===== src/rtl/des_key_sched.sv =====
// DES key-schedule controller: holds C/D, drives the external shift stage and
// presents one PC2 subkey per round in encrypt (K1..K16) or decrypt (K16..K1) order.
//
// state | meaning
// IDLE  | no key loaded, outputs quiet, waiting for i_start
// ROUND | subkey for o_round valid, waiting for i_next
module des_key_sched #(
  parameter int NUM_ROUNDS = 16
) (
  input  logic        i_clk,
  input  logic        i_rst,
  input  logic        i_start,
  input  logic [63:0] i_key,
  input  logic        i_mode,
  input  logic        i_next,
  output logic [55:0] o_cd,
  output logic [2:0]  o_func,
  input  logic [55:0] i_cd_shifted,
  output logic [47:0] o_subkey,
  output logic        o_valid,
  output logic [3:0]  o_round,
  output logic        o_busy
);

  typedef enum logic {IDLE, ROUND} state_t;

  localparam logic [2:0] F_L1   = 3'd0;
  localparam logic [2:0] F_L2   = 3'd1;
  localparam logic [2:0] F_R1   = 3'd2;
  localparam logic [2:0] F_R2   = 3'd3;
  localparam logic [2:0] F_KEEP = 3'd4;
  localparam logic [3:0] LAST   = 4'(NUM_ROUNDS - 1);

  // FIPS 46-3 tables, 1-based with bit 1 = MSB
  localparam int PC1 [56] = '{
    57, 49, 41, 33, 25, 17,  9,
     1, 58, 50, 42, 34, 26, 18,
    10,  2, 59, 51, 43, 35, 27,
    19, 11,  3, 60, 52, 44, 36,
    63, 55, 47, 39, 31, 23, 15,
     7, 62, 54, 46, 38, 30, 22,
    14,  6, 61, 53, 45, 37, 29,
    21, 13,  5, 28, 20, 12,  4};

  localparam int PC2 [48] = '{
    14, 17, 11, 24,  1,  5,
     3, 28, 15,  6, 21, 10,
    23, 19, 12,  4, 26,  8,
    16,  7, 27, 20, 13,  2,
    41, 52, 31, 37, 47, 55,
    30, 40, 51, 45, 33, 48,
    44, 49, 39, 56, 34, 53,
    46, 42, 50, 36, 29, 32};

  state_t      state_q, state_d;
  logic [55:0] cd_q, cd_d;
  logic [3:0]  round_q, round_d;
  logic        mode_q, mode_d;
  logic [55:0] pc1_key;
  logic [47:0] pc2_cd;
  logic        one_step;

  for (genvar g = 0; g < 56; g++) begin : g_pc1
    assign pc1_key[55-g] = i_key[64-PC1[g]];
  end

  for (genvar g = 0; g < 48; g++) begin : g_pc2
    assign pc2_cd[47-g] = i_cd_shifted[56-PC2[g]];
  end

  // parity bits (DES bits 8, 16, ..., 64) are dropped by PC1
  logic unused_parity;
  assign unused_parity = ^{i_key[56], i_key[48], i_key[40], i_key[32],
                           i_key[24], i_key[16], i_key[8], i_key[0]};

  always_ff @(posedge i_clk or posedge i_rst) begin
    if (i_rst) begin
      state_q <= IDLE;
      cd_q    <= '0;
      round_q <= '0;
      mode_q  <= 1'b0;
    end else begin
      state_q <= state_d;
      cd_q    <= cd_d;
      round_q <= round_d;
      mode_q  <= mode_d;
    end
  end

  always_comb begin
    state_d = state_q;
    cd_d    = cd_q;
    round_d = round_q;
    mode_d  = mode_q;
    case (state_q)
      IDLE: begin
        if (i_start) begin
          state_d = ROUND;
          cd_d    = pc1_key;
          round_d = '0;
          mode_d  = i_mode;
        end
      end
      ROUND: begin
        if (i_next) begin
          if (round_q == LAST) begin
            state_d = IDLE;
            cd_d    = '0;
            round_d = '0;
          end else begin
            cd_d    = i_cd_shifted;
            round_d = round_q + 4'd1;
          end
        end
      end
      default: state_d = IDLE;
    endcase
  end

  // Rounds 1, 2, 9, 16 shift by one; decrypt starts from C16D16 = C0D0 so round 1 keeps
  always_comb begin
    o_func   = F_KEEP;
    one_step = (round_q == 4'd1) || (round_q == 4'd8) || (round_q == LAST);
    if (state_q == ROUND) begin
      if (!mode_q)
        o_func = (one_step || round_q == 4'd0) ? F_L1 : F_L2;
      else if (round_q != 4'd0)
        o_func = one_step ? F_R1 : F_R2;
    end
  end

  assign o_valid  = (state_q == ROUND);
  assign o_busy   = (state_q != IDLE);
  assign o_cd     = cd_q;
  assign o_round  = round_q;
  assign o_subkey = o_valid ? pc2_cd : '0;

endmodule

===== config.mk =====
export PLATFORM = sky130hd
export DESIGN_NAME = des_key_sched
export DESIGN_NICKNAME = d
export VERILOG_FILES = /design/src/rtl/des_key_sched.sv
export SDC_FILE = /design/constraint.sdc
export NUM_CORES = 1
export LEC_CHECK = 0
export ABC_AREA = 1
export CORE_ASPECT_RATIO = 1.1
export CORE_MARGIN = 2
export CORE_UTILIZATION = 30
export DETAILED_ROUTE_END_ITERATION = 6
export MAX_ROUTING_LAYER = met4
export PLACE_DENSITY_LB_ADDON = 0.2
export SYNTH_ARGS = -nofsm -noshare
export SYNTH_HDL_FRONTEND = slang
export SYNTH_SLANG_ARGS = --single-unit

===== constraint.sdc =====
create_clock -name i_clk -period 4.7 [get_ports i_clk]
set_input_delay 0.705 -clock i_clk [delete_from_list [all_inputs] [get_ports i_clk]]
set_output_delay 0.705 -clock i_clk [all_outputs]
set_load 0.005 [all_outputs]

==> results.txt, run 1 <==
Syn nets - 714
WL/cell - 11.89 um
Hold buffer count at CTS - 0
Gr ovfl total - 0
Drt pass-1 iters - 6
RSZ-0062 raised after global routing - no
Synth area leaders - dfrtp_1 (42%), nand2_1 (41%), inv_1 (6.4%)
Cts bufs inserted - 9
Total Nets Final - 926
Placed standard-cell area - 5984 sq um
Top delay family on crit path - buffers and inverters
Iter 0 DRT Violations - 209
Setup ws final - 1.477 ns
Most common library cells after synthesis - nand2_1 (404), inv_1 (63), dfrtp_1 (62), buf_2 (13), buf_6 (7)
Number of flops mapped to enable cells by yosys - 0
Place WS - 1.685 ns
Fin. Hold Viols - 0
Max Slew Vio Count - 0
Reg2Reg Launch Point - o_busy$_DFF_PP0_
Setup Total Neg Slack - 0 ns
Post-route cell area - 6320 sq um
Cell taking the most area after synthesis - dfrtp_1
Layout cells sized above 1 - 0.03238
Via count - 4071
Clock buffer depth - 2
Synth warn - 0
Worst Tran Pin Value - 0.9609 ns
TritonCTS clock tree - built
Final GP Congestion - 0.8284
Seq/Total Area, Yosys - 0.4216
Setup violators final - 0
CP startpoint kind - register
Setup Skew - 0.007464 ns
Critical path's largest stage delay - 0.54 ns
Worst relative slew slack - 0.3594
Overall Power - 2.582 mW
Avg Vias per Cell - 4.254
Worst-skew pair later-pin latency - 0.32 ns
Leakage power total - 3.458 nW
Initial cell density of the core - 0.3071
CP Max Fanout - 58
Clock-pin slew on the worst setup and hold paths - 0.05 ns
Cell count after synthesis - 586
Hold path start - o_cd[4]$_DFFE_PP0P_
R2R Setup Slk - 1.81 ns
Flops & latches, synth - 62
Worst hold path type - reg -> reg
Fmax achieved - 0.3103 GHz
Worst path arrival time - 2.52 ns
Crit end category - output port
Core area - 11980 sq um
Num ports - 238
Hold Path End - o_cd[4]$_DFFE_PP0P_
Primary FF master, synth - dfrtp_1
Buf/Inv on CP - 2
Outcome - finished clean
Ys async rst share - 1.000
Setup repair bufs after CTS - 0
WL final - 11370 um
Mapped Area - 3680 sq um
Die Height - 120.2 um
Reg2reg path depth - 6
Min Tclk post-route - 3.223 ns
Max Cap Viol - 0
Root buf cell - clkbuf_16
# H-tree levels - 3
Distinct cells, synth - 22
Hpwl dp - 8094 um
N_diodes - 0
Critical path class - reg -> out
Initial antenna violation count - 0
Final period utilization - 0.6858
Critical Path RT - 3.99 ns
Synth top area share - 0.4216
Critical Path Slowest Stage Cell - clkdlybuf4s50_1
# rows - 42
All-layer global routing usage - 0.1775
Most frequent cell after synthesis - nand2_1
Syn Area/Cell - 6.279 sq um
First-pass GRT wire length - 18040 um
Die width - 109.6 um
Clk sinks - 62
Post-CTS Resized - 0
Antenna-violating nets left - 0
Number of global-route vias before repair - 3980
DIE AREA - 13170 sq um
Largest net degree at the start of global routing - 60
DRC viols - 0
CP cell instances - ha_1 -> nand3_2 -> buf_4 -> nand2_1 -> nor3_1 -> clkdlybuf4s50_1
Filler cells - 1188
Max VDD drop - 0.1785 mV
P&R area growth vs syn - 71.74%
PwrDens - 408.5 nW/um^2
Fin Hold WS - 0.4746 ns
Hold depth - 2
Port Buffers - 229
Reg-to-reg critical path endpoint - o_cd[40]$_DFFE_PP0P_
tightest hold or removal path, stage by stage, from the launching register on:
cell	delay, ns
dfrtp_1	0.33
nand2_1	0.05
nand2_1	0.06
power breakdown:
group,switching (mW),internal (mW),total (mW)
Combinational,0.448,0.596,1.04
Sequential,0.114,0.693,0.806
Clock,0.224,0.506,0.731
Total,0.786,1.80,2.58
how the worst max path moves through the flow:
stage	start	end	slack, ns	cells past startpoint
floorplan	i_rst	mode_q$_DFFE_PP0P_	2.45	1
global placement	o_busy$_DFF_PP0_	o_cd[6]$_DFFE_PP0P_	1.77	6
detailed placement	o_busy$_DFF_PP0_	o_cd[10]$_DFFE_PP0P_	1.68	6
CTS	o_round[0]$_DFFE_PP0P_	o_func[0]	1.42	6
global route	o_round[0]$_DFFE_PP0P_	o_func[0]	1.31	6
finish	o_round[0]$_DFFE_PP0P_	o_func[0]	1.48	6
layout make-up:
cell class	instances	area, sq um	area share
clock inverters	3	65.06	0.01029
repair buffers	233	2322	0.3675
flip-flops and latches	62	1553	0.2457
multi-input cells	425	1664	0.2633
clock buffers	13	270.3	0.04276
well taps	154	192.7	0.03049
inverters	67	252.7	0.03999
cell families (layout without fill, tap and decap cells):
group           after synthesis  after routing  share of synthesized area
compound gates                7              7                    0.01020
fa+ha+maj                     3              3                    0.01020
buf+inv                      99            316                     0.1261
flops                        62             62                     0.4216
simple gates                415            415                     0.4318
registers in the layout, indices dropped and copies added, names as in the netlist:
name     count
o_cd        56
o_round      4
o_busy       1
mode_q       1
layout by cell type (no fill, tap or decap), drive strengths merged, types with 4 or more instances in the layout:
cell,count
nand2,406
clkdlybuf4s50,229
inv,64
dfrtp,62
clkbuf,13
o21ai,4
buf,4
clkinv,4
metrics by stage:
| stage | std cells | util |
|---|---|---|
| 2_1_floorplan | 586 | - |
| 3_3_place_gp | 941 | 0.4995 |
| 3_5_place_dp | 941 | 0.4995 |
| 4_1_cts | 957 | 0.5275 |
| 5_1_grt | 957 | 0.5275 |
| 6_report | 957 | 0.5275 |
metal layers:
layer	share of wire	global-route usage	vias to the layer above
li1	-	-	2113
met1	0.41	0.1942	1780
met2	0.47	0.3040	167
met3	0.10	0.05269	11
met4	0.015	0.06092	0
met5	0	-	-
Power figures use the tool's default switching activity.
==> run 2, diff against run 1 <==
clock period = 2.8 ns   (was 4.7 ns; I/O delays follow)
==> run 2 against run 1 <==
  * The flow now finishes with violations (DRC)
  * Final cell count rose by 0.10%
  * Global-route usage fell by 0.52 points
  * Sequential share of layout area rose by 0.14 points
  * Clock-buffer cell count did not move
  * Non-clock buffer count rose by 2
  * Die area did not move
  * Combinational power rose by 70%
  * Register-to-register slack got worse by 1.0 ns
  * Critical endpoint is now o_subkey[17]
  * Largest cell class unchanged
  * Highest routed layer unchanged
==> results.txt, run 2 (synthesized netlist as in run 1, its figures left out) <==
Outcome - complete, but fails checks
Failing checks - DRC
All-layer global routing usage - 0.1722
Max VDD drop - 0.2535 mV
Critical path launch point - o_busy$_DFF_PP0_
DIE AREA - 13170 sq um
Clock buffer depth - 2
TritonCTS clock tree - built
CP Max Fanout - 20
Worst path arrival time - 1.98 ns
Antenna-violating nets left - 0
Worst Tran Pin Value - 0.9638 ns
Final GP Congestion - 0.8742
Avg Vias per Cell - 4.259
Hpwl dp - 8023 um
Setup repair bufs after CTS - 0
Most frequent cells in the layout - nand2_1 (404), clkdlybuf4s50_1 (229), inv_1 (62)
Reg-to-reg critical path endpoint - o_cd[23]$_DFFE_PP0P_
RSZ-0062 raised after global routing - no
Commonest non-fill, non-tap cell in the layout - nand2_1
Critical path class - reg -> out
Die width - 109.6 um
PwrDens - 649.9 nW/um^2
WL final - 11150 um
Largest net degree at the start of global routing - 59
Cts bufs inserted - 9
Filler cells - 1207
Area of the multi-input gates - 1664 sq um
Layout cells sized above 1 - 0.03109
Setup Skew - 0.009174 ns
Worst Setup EP - o_subkey[17]
Drt pass-1 iters - 7
Die Height - 120.2 um
DRC viols - 4
Initial antenna violation count - 0
Via count - 4080
Crit end category - output port
Area occupied by registers - 1553 sq um
Setup Total Neg Slack - 0 ns
Clock-pin slew on the worst setup and hold paths - 0.05 ns
Overall Power - 4.085 mW
First-pass GRT wire length - 17460 um
Initial cell density of the core - 0.3071
Worst-skew pair later-pin latency - 0.32 ns
Port Buffers - 229
CP startpoint kind - register
Max Slew Vio Count - 0
P&R area growth vs syn - 70.79%
Setup violators final - 0
Hold buffer count at CTS - 0
Leakage power total - 3.442 nW
Max Cap Viol - 0
Iter 0 DRT Violations - 173
Fin. Hold Viols - 0
Reg2Reg Launch Point - o_busy$_DFF_PP0_
Clk sinks - 62
Reg2reg path depth - 6
# rows - 42
N_diodes - 0
Worst hold path type - reg -> reg
Core area - 11980 sq um
Post-CTS Resized - 0
Number of global-route vias before repair - 3890
Fmax achieved - 0.4172 GHz
Max reg flops - 56
Min Tclk post-route - 2.397 ns
Root buf cell - clkbuf_16
Worst relative slew slack - 0.3575
Final period utilization - 0.8561
Total Nets Final - 928
Num ports - 238
# H-tree levels - 3
Gr ovfl total - 0
Critical Path RT - 2.38 ns
WL/cell - 11.64 um
R2R Setup Slk - 0.81 ns
[run 2: cell types whose count changed in the layout (fill, tap and decap cells not counted), sizes merged]
cell	before	now
clkinv	4	5
buf	4	6
bufinv	2	0
[run 2: power by group]
part	internal (mW)	total, mW	switching, mW
clock network	0.614	0.970	0.357
logic	1.01	1.77	0.754
registers	1.16	1.35	0.185
[run 2: worst min-delay path by stage]
stage | from | endpoint | slack [ns] | depth (start not counted)
global route | o_cd[53]$_DFFE_PP0P_ | o_cd[53]$_DFFE_PP0P_ | 0.50 | 2
detailed placement | o_cd[11]$_DFFE_PP0P_ | o_cd[11]$_DFFE_PP0P_ | 0.46 | 2
CTS | o_cd[4]$_DFFE_PP0P_ | o_cd[4]$_DFFE_PP0P_ | 0.48 | 2
finish | o_cd[54]$_DFFE_PP0P_ | o_cd[54]$_DFFE_PP0P_ | 0.47 | 2
floorplan | o_cd[0]$_DFFE_PP0P_ | o_cd[0]$_DFFE_PP0P_ | 0.47 | 2
global placement | o_cd[26]$_DFFE_PP0P_ | o_cd[26]$_DFFE_PP0P_ | 0.46 | 2
[run 2: layer usage]
layer | wire length [um] | GRT usage
met3 | 1130 | 0.04508
met4 | 212 | 0.06725
met1 | 4652 | 0.1953
met5 | 0 | -
met2 | 5157 | 0.2878
[run 2: cell type report]
type / instances / share of cell area
flip-flops and latches: 62 / 0.2471
inverters: 67 / 0.04021
multi-input cells: 425 / 0.2648
repair buffers: 235 / 0.3759
clock buffers: 13 / 0.03982
clock inverters: 2 / 0.001593
well taps: 154 / 0.03066
[run 2: critical path, stage by stage, from the launching register on]
cell             delay [ns]
dfrtp_2                0.66
buf_4                  0.31
nand2_1                0.10
inv_1                  0.08
clkdlybuf4s50_1        0.50
[run 2: per-stage QoR]
step	area [sq um]	setup slack, ns	utilization	instances	hold WS [ns]
after floorplan	3680	0.8386	-	586	0.4719
after global placement	6025	0.7121	0.5028	943	0.4604
after detailed placement	6025	0.6449	0.5028	943	0.4639
after CTS	6285	0.3479	0.5245	958	0.4786
after global routing	6285	0.2550	0.5245	958	0.4988
final	6285	0.4028	0.5245	958	0.4708
==> run 3, diff against run 2 <==
SETUP_SLACK_MARGIN = 0.4   (was unset)
==> run 3 against run 2 <==
  * The flow now finishes without violations
  * Clock skew is essentially flat
  * First-iteration DRC count grew 3.5%
  * Global-route usage is the same
  * Flip-flop and latch count is the same
  * Worst setup slack gained 0.092 ns
  * Critical path depth grew 1
  * Sequential share of layout area is essentially flat
  * Critical endpoint is now o_func[0]
==> results.txt, run 3 (synthesized netlist as in run 1, its figures left out) <==
Setup ws final - 0.4947 ns
Commonest non-fill, non-tap cell in the layout - nand2_1
Die width - 109.6 um
Final period utilization - 0.8233
WL final - 11300 um
CP Max Fanout - 5
Critical path's largest stage delay - 0.54 ns
Most frequent cells in the layout - nand2_1 (404), clkdlybuf4s50_1 (228), inv_1 (62)
Leakage power total - 3.469 nW
Port Buffers - 229
Placed standard-cell area - 6025 sq um
# H-tree levels - 3
Post-layout util - 0.5269
Die Height - 120.2 um
RSZ-0062 raised after global routing - no
Drt pass-1 iters - 4
Worst Tran Pin Value - 0.9640 ns
Avg Vias per Cell - 4.252
Fin Hold WS - 0.4708 ns
P&R area growth vs syn - 71.57%
Critical path class - reg -> out
Core area - 11980 sq um
Fmax achieved - 0.4338 GHz
Max Slew Vio Count - 0
DIE AREA - 13170 sq um
Filler cells - 1207
Number of global-route vias before repair - 3890
Place WS - 0.6449 ns
Initial cell density of the core - 0.3071
Final GP Congestion - 0.8742
Layout cells sized above 1 - 0.03598
Post-route cell area - 6314 sq um
Clock-pin slew on the worst setup and hold paths - 0.05 ns
Setup violators final - 0
Antenna-violating nets left - 0
Worst-skew pair later-pin latency - 0.32 ns
Cts bufs inserted - 9
Max Cap Viol - 0
Fin. Hold Viols - 0
Outcome - finished clean
DRC viols - 0
Largest net degree at the start of global routing - 59
Gr ovfl total - 0
Critical Path Slowest Stage Cell - clkdlybuf4s50_1
Worst relative slew slack - 0.3573
Via count - 4082
WL/cell - 11.77 um
PwrDens - 649.8 nW/um^2
First-pass GRT wire length - 17460 um
Reg2reg path depth - 6
Initial antenna violation count - 0
CP startpoint kind - register
Root buf cell - clkbuf_16
Hpwl dp - 8023 um
Hold buffer count at CTS - 0
Hold depth - 2
Worst hold path type - reg -> reg
Min Tclk post-route - 2.305 ns
# rows - 42
Num ports - 238
Crit end category - output port
Setup Skew - 0.009393 ns
Placed cells - 943
Iter 0 DRT Violations - 179
Overall Power - 4.102 mW
Setup Total Neg Slack - 0 ns
TritonCTS clock tree - built
Clk sinks - 62
N_diodes - 0
Finished Layout Cells - 960
Worst path arrival time - 1.89 ns
Total Nets Final - 930
Max VDD drop - 0.2536 mV
Clock buffer depth - 2
CP cell instances - ha_1 -> nand3_2 -> nand2_1 -> nor3_1 -> clkdlybuf4s50_1
Max reg flops - 56
Critical Path RT - 2.38 ns
All-layer global routing usage - 0.1722
==> run 3: changes by cell type in the layout (fill, tap and decap cells not counted) <==
| cell | change |
|---|---|
| clkdlybuf4s50_1 | -1 |
| dfrtp_2 | +1 |
| dfrtp_4 | +1 |
| buf_4 | +1 |
| clkbuf_8 | +1 |
| dfrtp_1 | -2 |
| dlymetal6s2s_1 | +1 |
==> run 3: power by group <==
part	total, mW	switching (mW)	internal [mW]
Combinational	1.79	0.767	1.02
Clock	0.969	0.355	0.614
Sequential	1.35	0.178	1.17
Total	4.10	1.30	2.80
==> run 3: layer usage <==
layer / vias up / GRT usage / share of wire
met2: 177 / 0.2878 / 0.46
li1: 2120 / - / -
met3: 14 / 0.04508 / 0.098
met1: 1771 / 0.1953 / 0.42
met4: 0 / 0.06725 / 0.018
met5: - / - / 0
==> run 3: path summary, 6_finish.rpt <==
kind	start	to	slack (ns)
max in group asynchronous	i_rst	o_cd[13]$_DFFE_PP0P_	1.66
min	o_cd[54]$_DFFE_PP0P_	o_cd[54]$_DFFE_PP0P_	0.47
max	o_round[1]$_DFFE_PP0P_	o_func[0]	0.49
min reg2reg	o_cd[54]$_DFFE_PP0P_	o_cd[54]$_DFFE_PP0P_	0.47
max reg2reg	o_busy$_DFF_PP0_	o_cd[23]$_DFFE_PP0P_	0.79
min in group asynchronous	i_rst	o_cd[6]$_DFFE_PP0P_	0.52
==> run 3: worst max-delay path: cells and delay by family, from the launching register on <==
family        cells  cell delay, ns
simple gates      3            0.36
buf+inv           1            0.54
fa+ha+maj         1            0.23
flops             1            0.43
==> run 3: area by class of cell <==
cell class	instances	area, sq um	area share
clock buffers	13	250.2	0.03964
flip-flops and latches	62	1558	0.2467
multi-input cells	425	1664	0.2636
clock inverters	2	10.01	0.001585
well taps	154	192.7	0.03052
repair buffers	237	2386	0.3779
inverters	67	252.7	0.04003
==> run 3: what timing repair did <==
item,CTS,global route
pin swaps,0,0
gates resized for setup,1,3
buffers inserted,0,2
setup endpoints to repair,18,9
